## src/rtl/adc_moving_average.sv

```systemverilog
`default_nettype none
// ============================================================================
// Module      : adc_moving_average
// Description : Sliding-window mean of ADC samples with a hysteresis level out.
// Revision    : 1.0 - initial release
// ============================================================================
module adc_moving_average #(
    parameter int LOG2_DEPTH = 3,
    parameter int SAMPLE_W   = 12
) (
    input  logic                int_clk,
    input  logic                rst,
    input  logic [SAMPLE_W-1:0] sample_in,
    input  logic                sample_valid,
    input  logic [SAMPLE_W-1:0] thr_high,
    input  logic [SAMPLE_W-1:0] thr_low,
    output logic [SAMPLE_W-1:0] avg_out,
    output logic                avg_valid,
    output logic                dreading,
    output logic                filled
);

    localparam int c_DEPTH = 1 << LOG2_DEPTH;
    localparam int c_ACC_W = SAMPLE_W + LOG2_DEPTH;
    localparam int c_CNT_W = LOG2_DEPTH + 1;
    localparam logic [c_CNT_W-1:0] c_DEPTH_CNT   = c_CNT_W'(c_DEPTH);
    localparam logic [c_CNT_W-1:0] c_LAST_CNT    = c_CNT_W'(c_DEPTH - 1);
    localparam logic [c_CNT_W-1:0] c_CNT_ONE     = c_CNT_W'(1);
    localparam logic [LOG2_DEPTH-1:0] c_WP_ONE   = LOG2_DEPTH'(1);

    logic [SAMPLE_W-1:0]   r_mem [c_DEPTH];
    logic [LOG2_DEPTH-1:0] r_wp;
    logic [c_CNT_W-1:0]    r_count;
    logic [c_ACC_W-1:0]    r_acc;
    logic                  r_filled;
    logic [SAMPLE_W-1:0]   r_avg;
    logic                  r_avg_valid;
    logic                  r_dreading;

    logic [SAMPLE_W-1:0]   w_old;
    logic [c_ACC_W-1:0]    w_acc_next;
    logic [SAMPLE_W-1:0]   w_mean;
    logic                  w_window_ready;

    // Until the window is full the slot under wp holds stale data and must not be subtracted.
    assign w_old          = r_filled ? r_mem[r_wp] : '0;
    assign w_acc_next     = r_acc + c_ACC_W'(sample_in) - c_ACC_W'(w_old);
    assign w_mean         = w_acc_next[c_ACC_W-1:LOG2_DEPTH];
    assign w_window_ready = (r_count >= c_LAST_CNT);

    always_ff @(posedge int_clk) begin
        if (sample_valid && !rst) begin
            r_mem[r_wp] <= sample_in;
        end
    end

    always_ff @(posedge int_clk) begin
        if (rst) begin
            r_wp        <= '0;
            r_count     <= '0;
            r_acc       <= '0;
            r_filled    <= 1'b0;
            r_avg       <= '0;
            r_avg_valid <= 1'b0;
            r_dreading  <= 1'b0;
        end else begin
            r_avg_valid <= 1'b0;
            if (sample_valid) begin
                r_acc <= w_acc_next;
                r_wp  <= r_wp + c_WP_ONE;
                if (r_count != c_DEPTH_CNT) begin
                    r_count <= r_count + c_CNT_ONE;
                end
                if (r_count == c_LAST_CNT) begin
                    r_filled <= 1'b1;
                end
                if (w_window_ready) begin
                    r_avg       <= w_mean;
                    r_avg_valid <= 1'b1;
                    // High test takes priority so inverted thresholds resolve to 1.
                    if (w_mean > thr_high) begin
                        r_dreading <= 1'b1;
                    end else if (w_mean < thr_low) begin
                        r_dreading <= 1'b0;
                    end
                end
            end
        end
    end

    assign avg_out   = r_avg;
    assign avg_valid = r_avg_valid;
    assign dreading  = r_dreading;
    assign filled    = r_filled;

endmodule
`default_nettype wire

```

## config.mk

```make
export PLATFORM = sky130hd
export DESIGN_NAME = adc_moving_average
export DESIGN_NICKNAME = d
export VERILOG_FILES = /design/src/rtl/adc_moving_average.sv
export SDC_FILE = /design/constraint.sdc
export NUM_CORES = 1
export LEC_CHECK = 0
export CAP_MARGIN = 5
export CELL_PAD_IN_SITES_DETAIL_PLACEMENT = 1
export CELL_PAD_IN_SITES_GLOBAL_PLACEMENT = 1
export CORE_ASPECT_RATIO = 1.25
export CORE_UTILIZATION = 48
export CTS_CLUSTER_SIZE = 16
export DETAILED_ROUTE_END_ITERATION = 16
export PLACE_DENSITY_LB_ADDON = 0.1
export SLEW_MARGIN = 20
export SYNTH_ARGS = -nofsm -noshare
export SYNTH_HDL_FRONTEND = slang
export SYNTH_SLANG_ARGS = --single-unit
```

## constraint.sdc

```tcl
create_clock -name int_clk -period 5.34 [get_ports int_clk]
set_input_delay 0.534 -clock int_clk [delete_from_list [all_inputs] [get_ports int_clk]]
set_output_delay 0.534 -clock int_clk [all_outputs]
set_load 0.02 [all_outputs]
```

==> flow_metrics.tcl, run 1 <==
set metrics [dict create \
    outcome "finished, final reports clean" \
    crit_fanout 24 \
    die_x_um 110 \
    grt_pass1_vias 5111 \
    io_pins 54 \
    drt_first_pass_iters 4 \
    synth_area_leaders "edfxtp_1 41%, dfxtp_1 11%, mux4_2 7.7%, ha_1 7.4%, inv_1 4.5%" \
    hp-class "reg2reg" \
    ir_drop_v 0.000300 \
    numPortBuffers 53 \
    clkTransAtPathRegs_ns 0.06 \
    yosysSeqAreaShare_pct 52.8 \
    cts_buffer_depth 2 \
    cts_resized 0 \
    h-tree-depth 4 \
    drive_gt1_share_pct 13.3 \
    antenna_cells 0 \
    tightest_slew_ns 0.813 \
    min_period_ns 4.79 \
    cts_buffers 17 \
    arrival_ns 5.15 \
    rsz0062_at_grt "no" \
    vias 4641 \
    clock_sinks 136 \
    synth.avg_cell_area_um2 12.2 \
    drtAntennaViolNets 0 \
    core_um2 14000 \
    die-area_um2 15000 \
    antenna_found_initial 0 \
    max_slew_margin_pct 45.7 \
    netlist_area_um2 6980 \
    synthFlopType "edfxtp_1" \
    postRouteWirelength_um 16800 \
    power.density_nw_per_um2 487 \
    hold_viol 0 \
    synth_nets 662 \
    yosysTopAreaCell "edfxtp_1" \
    yosysMostFrequentCell "edfxtp_1" \
    post_cts_buffers 0 \
    via_per_inst 5.61 \
    clock_skew_ns 0.0104 \
    setup_viol 0 \
    fmax_ghz 0.209 \
    rows 48 \
    min_period_over_period_pct 89.7 \
    ys_ff_latch 136 \
    post_drt_wl_per_cell_um 20.3 \
    grt.total_usage_pct 24.9 \
    synth.distinct_cells 55 \
    overflow 0 \
    p_leak_nw 3.25 \
    area_growth_pct 20.7 \
    fin_setup_tns_ns 0 \
    place.gp.congestion 0.819 \
    clockRootBuffer "clkbuf_16" \
    maxSlewViolCount 0 \
    drc_errors 0 \
    hpwl_um 12100 \
    nNetsFinal 732 \
    ys_top_cells_by_count "96 x edfxtp_1, 83 x inv_1, 41 x ha_1, 40 x dfxtp_1, 40 x nor2_1" \
    synthCells 570 \
    synth_top_cell_area_share_pct 41.3 \
    cts_tree "yes" \
    layout_setup_ws_ns 0.550 \
    yosys_warnings 0 \
    initial_core_util_pct 49.9 \
    postSynth.asyncResetShare_pct 0 \
    synth_edf_count 96 \
    worstPathRequired_ns 5.70 \
    clkLatencyLatePin_ns 0.43 \
    crit_type "reg2reg" \
    die_h_um 137 \
    grt_pass1_wl_um 26900 \
    cp-start-kind "register" \
    nFillCells 1416 \
    cap_violations 0 \
    cts_hold_buf 0 \
    critPathCaptureType "register" \
    grt_max_degree 48 \
    place_ws_ns 0.529 \
    first_iter_violations 190 \
]
[per-stage QoR]
step / power, mW / area [um^2] / cells / util [%] / hold WS [ns]
floorplan: 2.40 / 6980 / 570 / - / 0.460
global placement: 2.80 / 7810 / 796 / 55.8 / 0.442
detailed placement: 2.89 / 7810 / 796 / 55.8 / 0.449
CTS: 4.14 / 8420 / 828 / 60.2 / 0.458
global route: 4.38 / 8420 / 828 / 60.2 / 0.475
finish: 4.10 / 8420 / 828 / 60.2 / 0.455
[layout make-up]
type                            instances  area [um^2]  area share [%]
Inverter                               84          315            3.74
Sequential cell                       136         3680            43.7
Timing Repair Buffer                   74          696            8.26
Multi-Input combinational cell        327         2900            34.4
Tap cell                              175          219            2.60
Clock buffer                           17          425            5.05
Clock inverter                         15          188            2.23
[report_power, final]
part	leakage, nW	internal (mW)	switching [mW]
clock network	0.297	0.744	0.477
registers	1.19	1.18	0.0319
logic	1.76	0.719	0.946
[worst max-delay path: stages, from the launching register on]
cell and delay (ns):
dfxtp_1 0.35, buf_12 0.23, mux4_2 0.54, mux2i_1 0.14, nor2b_1 0.09, fa_1 0.50, inv_1 0.05, ha_1 0.35
a21o_1 0.18, a21o_1 0.19, o21ai_1 0.29, a211oi_1 0.16, buf_4 0.18, nor2_1 0.11, xnor2_1 0.13, ha_1 0.33
nand4_1 0.14, nor4_1 0.37, o221ai_1 0.24, nand3_1 0.13
[cell usage in the layout (no fill, tap or decap), drive strengths merged, types with 13 or more instances in the layout]
cell type / count
mux2i: 24
inv: 89
clkbuf: 17
buf: 22
a21oi: 22
clkdlybuf4s50: 52
mux4: 24
edfxtp: 96
dfxtp: 40
a21o: 13
ha: 41
nor2b: 17
nand2: 28
xnor2: 14
nor2: 40
[registers in the layout, indices dropped and copies added, names as in the netlist, named ones only]
name       cells
avg_out       12
r_mem         96
avg_valid      1
r_wp           3
r_count        4
r_acc         15
filled         1
dreading       1
[kinds of logic after synthesis]
| logic type | count (synthesis) | share of synthesized area [%] |
|---|---|---|
| muxes | 51 | 11.7 |
| AOI/OAI and AO/OA | 77 | 7.51 |
| DFF | 136 | 52.8 |
| and+or+nand+nor | 128 | 9.07 |
| adders and majority gates | 53 | 10.8 |
| buffers and inverters | 107 | 5.92 |
| xor gates and xnor gates | 18 | 2.26 |
[routing by layer]
layer  up-vias  global-route usage, %  part of all wire (%)
met4         0                   10.7                   2.4
met1      2335                   29.0                    41
met2        98                   44.7                    54
met3        32                   4.10                   2.9
met5         -                      0                     0
li1       2176                      -                     -
[worst paths after layout]
kind / start / end / slack, ns / cells past startpoint
setup / recovery: register / dreading / 0.55 / 19
hold / removal: avg_out[3] / avg_out[3] / 0.46 / 2
setup reg to reg: register / dreading / 0.55 / 19
hold reg to reg: avg_out[3] / avg_out[3] / 0.46 / 2
Power figures use the tool's default switching activity.
==> inputs of run 2 (changes only) <==
--- a/config.mk
+++ b/config.mk
@@ -9,6 +9,7 @@
 export CELL_PAD_IN_SITES_DETAIL_PLACEMENT = 1
 export CELL_PAD_IN_SITES_GLOBAL_PLACEMENT = 1
 export CORE_ASPECT_RATIO = 1.25
+export CORE_MARGIN = 3
 export CORE_UTILIZATION = 48
 export CTS_CLUSTER_SIZE = 16
 export DETAILED_ROUTE_END_ITERATION = 16
==> run 2 against run 1 <==
Effect of this change:
- die area rose by 6.7%
- first-iteration DRC count rose by 13%
- utilization fell by 0.30 points
- routed wire length rose by 0.74%
- sequential share of layout area rose by 0.22 points
- clock skew fell by 0.0011 ns
- flip-flop and latch count did not move
- non-clock buffer count fell by 2
- critical path type unchanged
- critical endpoint unchanged
- largest cell class unchanged
- highest routed layer unchanged
==> flow_metrics.tcl, run 2 (synthesized netlist as in run 1, its figures left out) <==
set metrics [dict create \
    outcome "finished, final reports clean" \
    cp_top_family "compound AO/OA/AOI/OAI gates" \
    final_common_cell "edfxtp_1" \
    r2r_slack_ns 0.46 \
    p_seq_share_pct 30.2 \
    io_pins 54 \
    power.density_nw_per_um2 482 \
    postRouteWirelength_um 16900 \
    post_drt_wl_per_cell_um 20.5 \
    nNetsFinal 730 \
    p_leak_nw 3.22 \
    cts_buffers 17 \
    rsz0062_at_grt "no" \
    core_um2 14000 \
    top_register "r_mem" \
    drc_errors 0 \
    tightest_slew_ns 0.773 \
    antenna_found_initial 0 \
    post_cts_buffers 0 \
    clkLatencyLatePin_ns 0.42 \
    worstPathRequired_ns 5.70 \
    maxSlewViolCount 0 \
    hold_viol 0 \
    cp_cell_sequence "buf_12, mux4_2, mux2i_1, nor2b_1, fa_1, inv_1, fa_1, a21oi_1, o22a_1, o21ai_0, a311oi_1, nor2_1, ha_1, nand4_1, nor4_1, o221ai_1, nand3_1" \
    hpwl_um 11400 \
    drive_gt1_share_pct 12.8 \
    worst_hold_slack_ns 0.462 \
    grt_max_degree 48 \
    via_per_inst 5.58 \
    critPathCaptureType "register" \
    numPortBuffers 53 \
    min_period_ns 4.88 \
    cap_violations 0 \
    overflow 0 \
    p_sw_share_pct 35.7 \
    die-area_um2 16000 \
    cts_buffer_depth 2 \
    max_slew_margin_pct 48.3 \
    p_clk_share_pct 28.4 \
    placed_cell_area_um2 7810 \
    arrival_ns 5.24 \
    cpMostUsedCell "fa_1" \
    area_growth_pct 20.1 \
    ir_drop_v 0.000424 \
    grt_pass1_vias 5114 \
    crit_fanout 24 \
    antenna_cells 0 \
    cts_tree "yes" \
    hp-class "reg2reg" \
    cp_num_buf_inv 2 \
    pwr-share-comb_pct 41.4 \
    first_iter_violations 215 \
    clock_skew_ns 0.00928 \
    p_int_mw 2.59 \
    clock_sinks 136 \
    grt_pass1_wl_um 27500 \
    rows 48 \
    drtAntennaViolNets 0 \
    die_h_um 141 \
    setup_viol 0 \
    total_power_mw 4.04 \
    place.gp.congestion 0.811 \
    drt_first_pass_iters 4 \
    vias 4606 \
    h-tree-depth 4 \
    fin_setup_tns_ns 0 \
    initial_core_util_pct 49.9 \
    p_sw_mw 1.44 \
    grt.total_usage_pct 22.5 \
    cpMaxStageDelayCell "mux4_2" \
    largest_reg_flops 96 \
    die_x_um 114 \
    final_cell_mix "96 x edfxtp_1, 83 x inv_1, 52 x clkdlybuf4s50_1" \
    crit_type "reg2reg" \
    clkTransAtPathRegs_ns 0.06 \
    cp-start-kind "register" \
    nFillCells 1421 \
    fin_area_um2 8380 \
    fmax_ghz 0.205 \
    min_period_over_period_pct 91.4 \
    cts_hold_buf 0 \
    clockRootBuffer "clkbuf_16" \
    max_stage_delay_ns 0.53 \
    cts_resized 0 \
]
## run 2: tightest hold or removal path, delay by kind of cell (launching register included)
family | cells | cell delay (ns)
flops | 1 | 0.31
compound gates | 1 | 0.05
simple gates | 1 | 0.05
## run 2: metal layers
layer / track usage, % / share of wire (%) / wire (um) / up-vias
li1: - / - / - / 2170
met2: 41.4 / 54 / 9190 / 99
met5: 0 / 0 / 0 / -
met4: 5.82 / 0.99 / 167 / 0
met1: 27.1 / 41 / 7000 / 2323
met3: 3.95 / 3.4 / 576 / 14
## run 2: cell type report
| class | count | area, um^2 | share of cell area (%) |
|---|---|---|---|
| Clock buffer | 17 | 425 | 5.08 |
| Clock inverter | 14 | 149 | 1.78 |
| Inverter | 84 | 315 | 3.76 |
| Multi-Input combinational cell | 327 | 2900 | 34.5 |
| Sequential cell | 136 | 3680 | 44.0 |
| Tap cell | 175 | 219 | 2.61 |
| Timing Repair Buffer | 72 | 693 | 8.27 |
## run 2: final timing paths
kind | end | cells after the start | from
hold / removal | avg_out[3] | 2 | avg_out[3]
hold reg to reg | avg_out[3] | 2 | avg_out[3]
setup / recovery | dreading | 17 | register
setup reg to reg | dreading | 17 | register
## run 2: power groups by stage
stage,logic [mW],registers [mW],clock network (mW)
global placement,1.58,1.23,0
global route,1.90,1.22,1.22
finish,1.67,1.22,1.15
detailed placement,1.65,1.24,0
CTS,1.68,1.22,1.17
floorplan,1.17,1.23,0
## run 2: stage by stage
step | util (%) | instances | worst slack (ns)
3_3_place_gp | 55.8 | 794 | 0.584
6_report | 59.9 | 825 | 0.458
5_1_grt | 59.9 | 825 | 0.0784
2_1_floorplan | - | 570 | 0.659
4_1_cts | 59.9 | 825 | 0.404
3_5_place_dp | 55.8 | 794 | 0.548
